==> src/rtl/shift_serializer.sv <==
// shift_serializer: parallel-in / serial-out word sequencer.
// Loads one Width*Size word, then emits Size framed Width-bit symbols.
module shift_serializer #(
   parameter int Width    = 1,
   parameter int Size     = 4,
   parameter bit MsbFirst = 1'b0
) (
   input  logic                  clk_i,
   input  logic                  rst_ni,
   input  logic                  in_valid_i,
   output logic                  in_ready_o,
   input  logic [Width*Size-1:0] in_data_i,
   output logic                  out_valid_o,
   input  logic                  out_ready_i,
   output logic [Width-1:0]      out_data_o,
   output logic                  out_first_o,
   output logic                  out_last_o,
   output logic                  busy_o
);

   localparam int TotalW = Width * Size;
   localparam int CntW   = (Size > 2) ? $clog2(Size) : 1;

   localparam logic [CntW-1:0] LastCnt = CntW'(Size - 1);
   localparam logic [CntW-1:0] OneCnt  = CntW'(1);

   typedef enum logic {
      IDLE  = 1'b0,
      SHIFT = 1'b1
   } state_e;

   state_e              state_q;
   state_e              state_d;
   logic [CntW-1:0]     cnt_q;
   logic [CntW-1:0]     cnt_d;
   logic [TotalW-1:0]   hold_q;
   logic [TotalW-1:0]   hold_d;
   logic [TotalW-1:0]   hold_next;
   logic [Width-1:0]    head_sym;
   logic                shifting;
   logic                is_first;
   logic                is_last;
   logic                in_xfer;
   logic                out_xfer;

   assign shifting = (state_q == SHIFT);
   assign is_first = shifting && (cnt_q == '0);
   assign is_last  = shifting && (cnt_q == LastCnt);

   // The output end of hold depends on symbol order; refill is zero.
   generate
      if (MsbFirst) begin : g_msb
         assign head_sym  = hold_q[TotalW-1 -: Width];
         assign hold_next = hold_q << Width;
      end else begin : g_lsb
         assign head_sym  = hold_q[Width-1:0];
         assign hold_next = hold_q >> Width;
      end
   endgenerate

   // A new word is taken when idle, or as the last symbol leaves.
   assign in_ready_o  = shifting ? (is_last && out_ready_i) : 1'b1;
   assign in_xfer     = in_valid_i && in_ready_o;
   assign out_xfer    = out_valid_o && out_ready_i;

   assign out_valid_o = shifting;
   assign busy_o      = shifting;
   assign out_first_o = is_first;
   assign out_last_o  = is_last;
   assign out_data_o  = shifting ? head_sym : '0;

   // Next-state, counter and holding-register update.
   always_comb begin
      state_d = state_q;
      cnt_d   = cnt_q;
      hold_d  = hold_q;
      unique case (state_q)
         IDLE: begin
            if (in_xfer) begin
               hold_d  = in_data_i;
               cnt_d   = '0;
               state_d = SHIFT;
            end
         end
         SHIFT: begin
            if (out_xfer) begin
               if (is_last) begin
                  if (in_xfer) begin
                     hold_d = in_data_i;
                     cnt_d  = '0;
                  end else begin
                     state_d = IDLE;
                  end
               end else begin
                  hold_d = hold_next;
                  cnt_d  = cnt_q + OneCnt;
               end
            end
         end
         default: begin
            state_d = IDLE;
         end
      endcase
   end

   // State register; reset drops any frame in flight.
   always_ff @(posedge clk_i or negedge rst_ni) begin
      if (!rst_ni) begin
         state_q <= IDLE;
         cnt_q   <= '0;
         hold_q  <= '0;
      end else begin
         state_q <= state_d;
         cnt_q   <= cnt_d;
         hold_q  <= hold_d;
      end
   end

endmodule
==> config.mk <==
export PLATFORM = sky130hd
export DESIGN_NAME = shift_serializer
export DESIGN_NICKNAME = d
export VERILOG_FILES = /design/src/rtl/shift_serializer.sv
export SDC_FILE = /design/constraint.sdc
export NUM_CORES = 1
export LEC_CHECK = 0
export ABC_AREA = 1
export CORE_UTILIZATION = 31
export CTS_BUF_LIST = sky130_fd_sc_hd__clkbuf_2
export CTS_CLUSTER_DIAMETER = 60
export DETAILED_ROUTE_END_ITERATION = 12
export HOLD_SLACK_MARGIN = 0.05
export PLACE_DENSITY = 0.72
export SYNTH_ARGS = -nofsm -noshare
export SYNTH_HDL_FRONTEND = slang
export SYNTH_SLANG_ARGS = --single-unit
==> constraint.sdc <==
create_clock -name clk_i -period 1.4 [get_ports clk_i]
set_clock_uncertainty 0.2 [all_clocks]
set_input_delay 0.28 -clock clk_i [delete_from_list [all_inputs] [get_ports clk_i]]
set_output_delay 0.28 -clock clk_i [all_outputs]
set_load 0.02 [all_outputs]
; ---- Word-level counts from Yosys, hierarchy flattened
; Cells that the tools add are included.
[word_totals]
input_bits = 8
ff_bits = 7
out_inout_bits = 6
word_cells = 27
[op_classes]
bitwise_logic = 1
add_sub_neg = 1
mux = 14
n_eq_ne = 2
reduce_logical = 6
[ops]
columns = op, n
row1 = $mux 4, 3
row2 = $pmux 4 s2, 1
row3 = $mux 2, 3
row4 = $logic_and 1x1->1, 5
row5 = $mux 1, 5
row6 = $pmux 2 s2, 1
row7 = $add 2x1->2 const B, 1
row8 = $eq 2x2->1 const B, 1
row9 = $logic_not 2->1, 1
row10 = $ne 2x1->1 const B, 1
row11 = $pmux 1 s2, 1
row12 = $not 1->1, 1

; ---- Longest topological paths before layout
; Gate-level depths: netlist (run 1).
[depth]
word_depth = 9
ltp_mapped = 6
mapped_depth_nobuf = 6

; ---- Worst setup path after synthesis (run 1)
; OpenSTA, ideal clock, no wires.
[synth_timing]
path_kind = reg-to-reg
from = register state_q (netlist: busy_o)
to = register hold_q[0]
setup_ns = 0.117
n_path_buf = 0
path_stages_with_launch = 7
period_less_slack_ns = 1.502
arrival_ns = 1.185
setup_slack_ns = -0.102
cell_sequence = dfrtp_1 inv_2 nor2_4 nor2_2 nand3_2 o21ai_1 nor2_1
[synth_via]
elab_chain_cells = 8
elab_cells_between_ends = 11
[synth_rtl]
columns = item, line
row1 = from (decl), 32  ; state_e state_q;
row2 = from (signal assigned), 113  ; state_q <= state_d;
row3 = $logic_and 1x1->1, 48  ; assign is_last = shifting && (cnt_q == LastCnt);
row4 = $logic_and 1x1->1, 62  ; assign in_ready_o = shifting ? (is_last && out_ready_i) : 1'b1;
row5 = $mux 1 (*), 62
row6 = net in_ready_o, 11  ; output logic in_ready_o,
row7 = $logic_and 1x1->1 (*), 63  ; assign in_xfer = in_valid_i && in_ready_o;
row8 = $mux 4 (*), --
row9 = $mux 4, 87  ; if (is_last) begin
row10 = $mux 4, 86  ; if (out_xfer) begin
row11 = $pmux 4 s2 (*), 77  ; unique case (state_q)
row12 = to (signal assigned), 115  ; hold_q <= hold_d;
row13 = to (decl), 36  ; logic [TotalW-1:0] hold_q;
; The timed path passes the listed nets; every way through them passes the cells marked *. The select of a mux whose other input is x is not followed.
; A chain may end at the register's enable or synchronous reset.

; ---- Final worst setup path (run 1)
[layout_timing]
from = register cnt_q[0]
to = output port in_ready_o
[layout_via]
elab_chain_cells = 4
[layout_rtl]
columns = item, line
row1 = from (decl), 34  ; logic [CntW-1:0] cnt_q;
row2 = from (signal assigned), 114  ; cnt_q <= cnt_d;
row3 = $eq 2x2->1, 48
row4 = $logic_and 1x1->1, 48
row5 = $logic_and 1x1->1, 62
row6 = $mux 1, 62
row7 = to (decl), 11
; Every way passes these cells.

==> reports/results.txt, run 1 <==
After floorplanning, the core was divided into 13 placement rows. The setup slack after layout was -0.224 ns. The detailed-route wire length per cell was 9.95 µm.

The share of the synthesized area in the top cell type was 0.407; the full die area was 1540 µm². Count of flip-flops with a built-in enable after synthesis: 0. For this run, design rule violations remaining after detail routing come to 0. Setup slack at placement: -0.682 ns. The netlist area before placement is 430 µm², and the number of inserted diodes is 0. The endpoint identified for the worst register-to-register timing path is hold_q[1]. STA classifies the critical path startpoint as a flip-flop.

The fraction of power spent switching nets works out to 0.416. By count the netlist is led by sky130_fd_sc_hd__inv_1, sky130_fd_sc_hd__nand2_1, sky130_fd_sc_hd__dfrtp_1. Of all nets on the critical path, the largest fanout is 3. The run finished, with violations left. Counting every sink on the clock net gives 7.

In the final timing run, aggregate negative setup slack is -1.34 ns. The startpoint identified for the worst register-to-register timing path is cnt_q[0]. Cell at the root of the clock tree: sky130_fd_sc_hd__clkbuf_2. The xor-xnor portion of the synthesized cell area came out at 0.

Mux contribution to synthesized area: 0. The share of synthesized cell area in full adder, half adder and majority cells is 0.0581, and the slew of the pin with the lowest slew margin is 0.335 ns. The tools report the worst slew slack as a fraction of its limit as 0.776. The congestion estimate from routability-driven global placement came to 0.747. 14 I/O pins were placed.

Worst IR drop on VDD: 824 µV. The count of nets left with antenna violations after detail routing came out at 0. The hold buffer count at cts is 0, and the number of buffers on the longest clock path is 2. The average instance in the mapped netlist occupies 7.97 µm².

The arrival time of data at the critical path endpoint was 1.14 ns; the via count of the first global-routing pass was 347. The tools report the sequential share of the synthesized area as 0.407. The async set-or-reset flop fraction in the synthesized netlist was 1.00; the count of routing violations after the opening detailed-route iteration was 2. For the net count of the finished layout, the log shows 92. The critical path class was reg -> out. The combinational group share of total power was 0.605; the post-synthesis compound-gate area fraction was 0.108. Measured along the y axis, the die boundary spans 39.3 µm.

The worst setup path is captured at a primary output. The H-tree depth was 1; the internal reg-to-reg setup slack was -0.15 ns. TritonCTS created 3 clock buffers. Of all cell types, the one taking the most synthesized area is sky130_fd_sc_hd__dfrtp_1. The final reports fail on negative setup slack. The core box area is 1300 µm². Yosys instantiated no cell more often than sky130_fd_sc_hd__inv_1. The register clock-pin slew on the reported worst setup and hold paths came out at 0.09 ns. In the post-synthesis netlist, the biggest area contributors are sky130_fd_sc_hd__dfrtp_1, sky130_fd_sc_hd__inv_1, sky130_fd_sc_hd__nand2_1. The tools report the count of final max-slew check failures as 0. Setup repair after global routing could not meet its margin everywhere. The analysis attributes to net switching a power of 533 µW. The required time at the worst-slack endpoint is 0.92 ns, and the power density relative to cell area is 1750 nW/µm². The final worst-path cycle share was 1.16.

The netlist uses 18 different library cells. For the finished layout, the period the worst path requires is 1.62 ns. The total global-route track usage came out at 0.146. The area growth from synthesis to layout is 70.3%. The total overflow left after global routing is 0. The tools report the number of failing hold endpoints at the final stage as 0. After filler insertion, the fill cell instance count of the layout stands at 131.

The number of nets in the synthesized netlist is 64. In this run the worst setup path terminates at in_ready_o. The critical path starts at cnt_q[0].

The clock reaches the later pin of the worst-skew pair after 0.25 ns. The floorplan die width is 39.3 µm, and the fraction of the mapped netlist area in simple logic gates is 0.297. For this design the static power due to leakage is 0.370 nW.

During synthesis, Yosys emitted a total of 0 warnings. For this run, the detailed router's first-pass iteration total came to 2. The internal portion of the total power is 748 µW. Summing over every cut layer, the via total after detailed routing is 425. For this run, the top clock speed supported by timing is 0.616 GHz. The clock group share of total power was 0.129; the global-route wire length before repair was 1420 µm.

The HPWL after detailed placement came out at 706 µm. The worst register-to-register path has a depth of 7. The fraction of final layout cells sized beyond drive strength 1 was 0.481; the detailed-route vias per instance was 4.43. The tool flagged a number of max-cap violations equal to 0.

Synthesis produced a netlist whose cell count is 54. Detailed-route wire length: 955 µm. The number of setup violations in the final report came out at 12. TritonCTS built the clock tree. The starting utilization of the core area was 0.331.

The initial antenna violation count was 0. The sequential group share of total power was 0.266. Entering global routing, the biggest net connects 8 pins. In this run the worst hold path is classified as in -> async.

Among all flip-flop cells after synthesis, the most frequent one is sky130_fd_sc_hd__dfrtp_1. By area, the combinational part of the netlist is dominated by simple AND/OR/NAND/NOR gates. The synthesized flop and latch total is 7.

Port buffering added 13 buffers.
-- registers in the layout, summed over array words and instances (netlist names) --
register and cells:
hold_q 4, cnt_q 2, busy_o 1
-- power by group through the flow --
stage                     logic (mW)  registers, mW  clock network [mW]
final                          0.775          0.341               0.165
after global routing           0.855          0.353               0.173
after CTS                      0.675          0.333               0.165
after detailed placement       0.651          0.322                   0
after global placement         0.641          0.320                   0
after floorplan                0.368          0.325                   0
-- worst min-delay path by stage --
stage,startpoint,to,slack (ns),cells after the start
final,rst_ni,hold_q[1],0.08,1
after global routing,rst_ni,hold_q[1],0.11,1
after CTS,rst_ni,hold_q[2],0.09,1
after detailed placement,hold_q[0],hold_q[0],0.30,2
after global placement,hold_q[0],hold_q[0],0.30,2
after floorplan,rst_ni,busy_o,-0.22,0
-- metrics by stage --
step	cells	hold WS [ns]	total power [mW]	utilization	instance area, µm²
2_1_floorplan	54	-0.216	0.693	-	437
3_3_place_gp	90	0.296	0.961	0.496	646
3_5_place_dp	90	0.303	0.973	0.496	646
4_1_cts	95	0.0872	1.17	0.526	684
5_1_grt	96	0.106	1.38	0.563	733
6_report	96	0.0838	1.28	0.563	733
-- cell usage in the layout (no fill, tap or decap), types with 2 or more instances in the layout --
cell and instances:
sky130_fd_sc_hd__buf_4 10, sky130_fd_sc_hd__nand2_1 8, sky130_fd_sc_hd__inv_1 8, sky130_fd_sc_hd__buf_6 7, sky130_fd_sc_hd__dfrtp_1 6, sky130_fd_sc_hd__clkdlybuf4s50_1 6
sky130_fd_sc_hd__inv_2 5, sky130_fd_sc_hd__clkbuf_2 4, sky130_fd_sc_hd__nor2_4 3, sky130_fd_sc_hd__nor2_1 3, sky130_fd_sc_hd__nand3_1 3, sky130_fd_sc_hd__o21ai_1 2
sky130_fd_sc_hd__nand4_1 2, sky130_fd_sc_hd__a21oi_1 2, sky130_fd_sc_hd__o21ai_2 2, sky130_fd_sc_hd__ha_4 2
-- per-layer routing --
layer / global-route usage / up-vias / routed length (µm)
met5: 0 / - / 0
met4: 0.0776 / 0 / 23
met3: 0.0511 / 3 / 47
met2: 0.208 / 14 / 445
met1: 0.191 / 188 / 438
li1: - / 220 / -
-- cell type report --
type	instances	area (µm²)	area share
multi-input combinational	33	246	0.336
sequential	7	176	0.241
timing repair buffer	24	223	0.304
clock buffer	4	20.0	0.0273
inverter	13	48.8	0.0666
tap	15	18.8	0.0256
-- cell families (layout without fill, tap and decap cells) --
group / count (synthesis) / in the layout
AO/OA/AOI/OAI: 7 / 7
adder cells (fa/ha/maj): 2 / 2
buffers and inverters: 14 / 41
flip-flops: 7 / 7
AND/OR/NAND/NOR: 24 / 24
-- critical path, stage by stage, from the launching register on --
cell	delay, ns
sky130_fd_sc_hd__dfrtp_1	0.42
sky130_fd_sc_hd__ha_4	0.19
sky130_fd_sc_hd__nor2_4	0.11
sky130_fd_sc_hd__nor2_4	0.05
sky130_fd_sc_hd__buf_6	0.12
-- what timing repair did --
item / CTS / global route
setup endpoints to repair: 12 / 12
resized for setup: 41 / 13
pin swaps: 5 / 3
buffers inserted: 1 / 1
No activity file was read; power rests on OpenSTA's default activity.
==> run 2, diff against run 1 <==
Settings changed: SETUP_SLACK_MARGIN set to 0.3.
==> run 2 against run 1 <==
Effect of this change:
- the run still ends with negative setup slack left
- critical path type unchanged
- worst setup slack improved by 0.031 ns
- routed wire length fell by 3.2%
- final area shrank 8.0%
- register-to-register slack improved by 0.04 ns
- first-iteration DRC count unchanged
- largest cell class unchanged
- utilization shrank 4.5 points
- clock power decreased by 8%
==> reports/results.txt, run 2 (same netlist as run 1, synthesis figures left out) <==
The flow ran to the end, but the final reports show violations. Violated checks: negative setup slack (unchanged). The met2 wire length came out at 445 µm (unchanged). The worst stage delay on the critical path is 0.38 ns (was 0.42 ns), and the TritonCTS buffer count is 3 (unchanged). The final worst-path cycle share was 1.14 (was 1.16); the maximum clock rate was 0.628 GHz (was 0.616 GHz). The run gives 13 (unchanged) as the number of cell rows. Cell repeated most along the worst path: sky130_fd_sc_hd__nor2_4 (unchanged).

The type of the tightest min-delay check is in -> async (unchanged). The power density relative to cell area is 1720 nW/µm² (was 1750 nW/µm²). The tools report the cell at the root of the clock tree as sky130_fd_sc_hd__clkbuf_2 (unchanged). The fraction of power spent switching nets came out at 0.415 (was 0.416).

The weighted congestion at the end of routability-driven global placement is 0.789 (was 0.747), and the number of buffers on the longest clock path is 2 (unchanged). The flip-flop count of the largest register, all copies and words added works out to 4 (unchanged). The tools report the count of nets left with antenna violations after detail routing as 0 (unchanged).

The tools report the worst IR drop on VDD as 828 µV (was 824 µV). The area growth from synthesis to final layout was 56.7% (was 70.3%); the register clock-pin slew on the reported worst setup and hold paths was 0.07 ns (was 0.09 ns). The number of fill cells was 135 (was 131); the height of the chip was 39.3 µm (unchanged). The count of final max-slew check failures was 0 (unchanged). For the setup TNS, the log shows -1.20 ns (was -1.34 ns).

The most common library cell in the layout ignoring fill and taps was sky130_fd_sc_hd__buf_4 (unchanged). For the full die area, the log shows 1540 µm² (unchanged). The count of routing violations after the opening detailed-route iteration is 2 (unchanged). The family of cells with the greatest summed delay on the critical path was flip-flops (unchanged). Cells traversed along the worst timing path: ha_2, nor2_4, nor2_4, buf_6 (was ha_4, nor2_4, nor2_4, buf_6). Nature of the critical path startpoint: a flip-flop (unchanged). For the via count of the first global-routing pass, the log shows 331 (was 347). The clock net sink count is 7 (unchanged), and the net count of the finished layout is 92 (unchanged). The clock period minus final worst setup slack works out to 1.59 ns (was 1.62 ns).

The total net switching power is 482 µW (was 533 µW). For the required time at the worst-slack endpoint, the log shows 0.92 ns (about the same). The design internal power is 681 µW (was 748 µW). Top register by number of flip-flops: hold_q (unchanged). The number of failing hold endpoints at the final stage is 0 (unchanged). Most frequent cells in the layout: sky130_fd_sc_hd__buf_4, sky130_fd_sc_hd__nand2_1, sky130_fd_sc_hd__inv_1 (unchanged). The tools report the type of destination of the critical path as a primary output (unchanged).

For the flip-flop and latch area, the log shows 176 µm² (unchanged). The critical path buffer and inverter count was 1 (unchanged). The logs give 0.131 (was 0.129) for the clock group share of total power and 215 µm² (was 246 µm²) for the combined area of the multi-input logic cells. The remaining global-route overflow was 0 (unchanged); the H-tree depth was 1 (unchanged). The post-route met1 wirelength is 388 µm (was 438 µm), and the wire length on met3 is 66 µm (was 47 µm). The post-layout total power was 1.16 mW (was 1.28 mW). The number of setup violations in the final report was 12 (unchanged). For the setup slack after layout, the log shows -0.193 ns (was -0.224 ns).

The core box area is 1300 µm² (unchanged), and the detailed-route wire length is 924 µm (was 955 µm). The depth of the worst register-to-register path was 7 (unchanged); the HPWL after detailed placement was 730 µm (was 706 µm). The maximum number of pins on one net before global-route repair is 8 (unchanged), and the number of iterations in the first detailed-routing pass is 2 (unchanged).

Setup repair after global routing could not meet its margin everywhere. The post-route DRC violation count is 0 (unchanged), and the starting utilization of the core area is 0.331 (unchanged). The combinational group share of total power is 0.593 (was 0.605), and the detailed-route vias per instance is 4.46 (was 4.43).

For the initial antenna violation count, the log shows 0 (unchanged). The number of placed instances with taps included was 91 (was 90). The slew of the pin with the lowest slew margin is 0.322 ns (was 0.335 ns).

The logs give 0 (unchanged) for the number of inserted diodes and 0.276 (was 0.266) for the sequential group share of total power. The setup slack at placement was -0.660 ns (was -0.682 ns); the total vias in the final route was 428 (was 425). Startpoint of the most critical register-to-register path: cnt_q[1] (was cnt_q[0]). Total global-route track usage: 0.151 (was 0.146). The cell with the biggest individual delay on the critical path is sky130_fd_sc_hd__dfrtp_1 (unchanged).

The global-route wire length before repair was 1380 µm (was 1420 µm); the final instance count without filler cells was 96 (unchanged). The run gives 0 (unchanged) as the hold buffer count at cts. The critical path class is reg -> out (unchanged). The internal reg-to-reg setup slack was -0.11 ns (was -0.15 ns); the fraction of final layout cells sized beyond drive strength 1 was 0.444 (was 0.481). The logs give 0.785 (was 0.776) for the worst slew slack as a fraction of its limit and 1.11 ns (was 1.14 ns) for the arrival time of data at the critical path endpoint. The highest metal layer with signal wires is met4 (unchanged).

End of the worst register-to-register path: hold_q[2] (was hold_q[1]). TritonCTS built the clock tree. Floorplan die width: 39.3 µm (unchanged). The leakage power total came out at 0.354 nW (was 0.370 nW).

Number of cells on the critical path: 4 (unchanged). The total I/O pin count was 14 (unchanged). The max-cap violation count is 0 (unchanged).

The detailed-route wire length per cell was 9.63 µm (was 9.95 µm). The share of the core filled with cells in the final layout is 0.518 (was 0.563), and the insertion delay to the later sink of the worst-skew pair is 0.24 ns (was 0.25 ns). The count of port buffers added during placement works out to 13 (unchanged). The maximum net fanout on the critical path works out to 3 (unchanged).
-- run 2: cell type report --
class,count,share of cell area
sequential,7,0.262
multi-input combinational,33,0.319
inverter,13,0.0724
tap,15,0.0278
clock buffer,4,0.0297
timing repair buffer,24,0.289
-- run 2: per-layer routing --
metal	vias to the layer above	global-route usage
met5	-	0
met4	0	0.103
met3	5	0.0852
met2	12	0.208
met1	188	0.173
li1	223	-
-- run 2: repair_timing --
item / 4_1_cts / 5_1_grt
hold endpoints to repair: 0 / 0
endpoints found under the setup margin: 13 / 13
pin swaps: 3 / 0
setup buffers: 1 / 0
resized for setup: 33 / 0
-- run 2: worst register-to-register path: cells and delay by family (launching register included) --
| kind | cells | cell delay, ns |
|---|---|---|
| compound gates | 2 | 0.33 |
| simple gates | 2 | 0.12 |
| fa+ha+maj | 1 | 0.21 |
| buf+inv | 2 | 0.19 |
| flops | 1 | 0.38 |
-- run 2: through the flow --
stage / cell area, µm² / hold WS [ns]
6_report: 674 / 0.0932
5_1_grt: 674 / 0.112
4_1_cts: 674 / 0.0958
3_5_place_dp: 656 / 0.322
3_3_place_gp: 656 / 0.295
2_1_floorplan: 439 / -0.216
-- run 2: power groups by stage --
stage	clock network [mW]	logic, mW	registers [mW]
4_1_cts	0.160	0.697	0.322
5_1_grt	0.162	0.759	0.329
2_1_floorplan	0	0.390	0.328
6_report	0.152	0.690	0.321
3_5_place_dp	0	0.693	0.327
3_3_place_gp	0	0.676	0.324
-- run 2: worst max path at each step --
stage,to,slack [ns],from
CTS,in_ready_o,-0.21,cnt_q[1]
finish,in_ready_o,-0.19,cnt_q[1]
global placement,in_ready_o,-0.66,out_ready_i
detailed placement,in_ready_o,-0.66,out_ready_i
floorplan,hold_q[0],0.06,busy_o
global route,in_ready_o,-0.24,cnt_q[1]
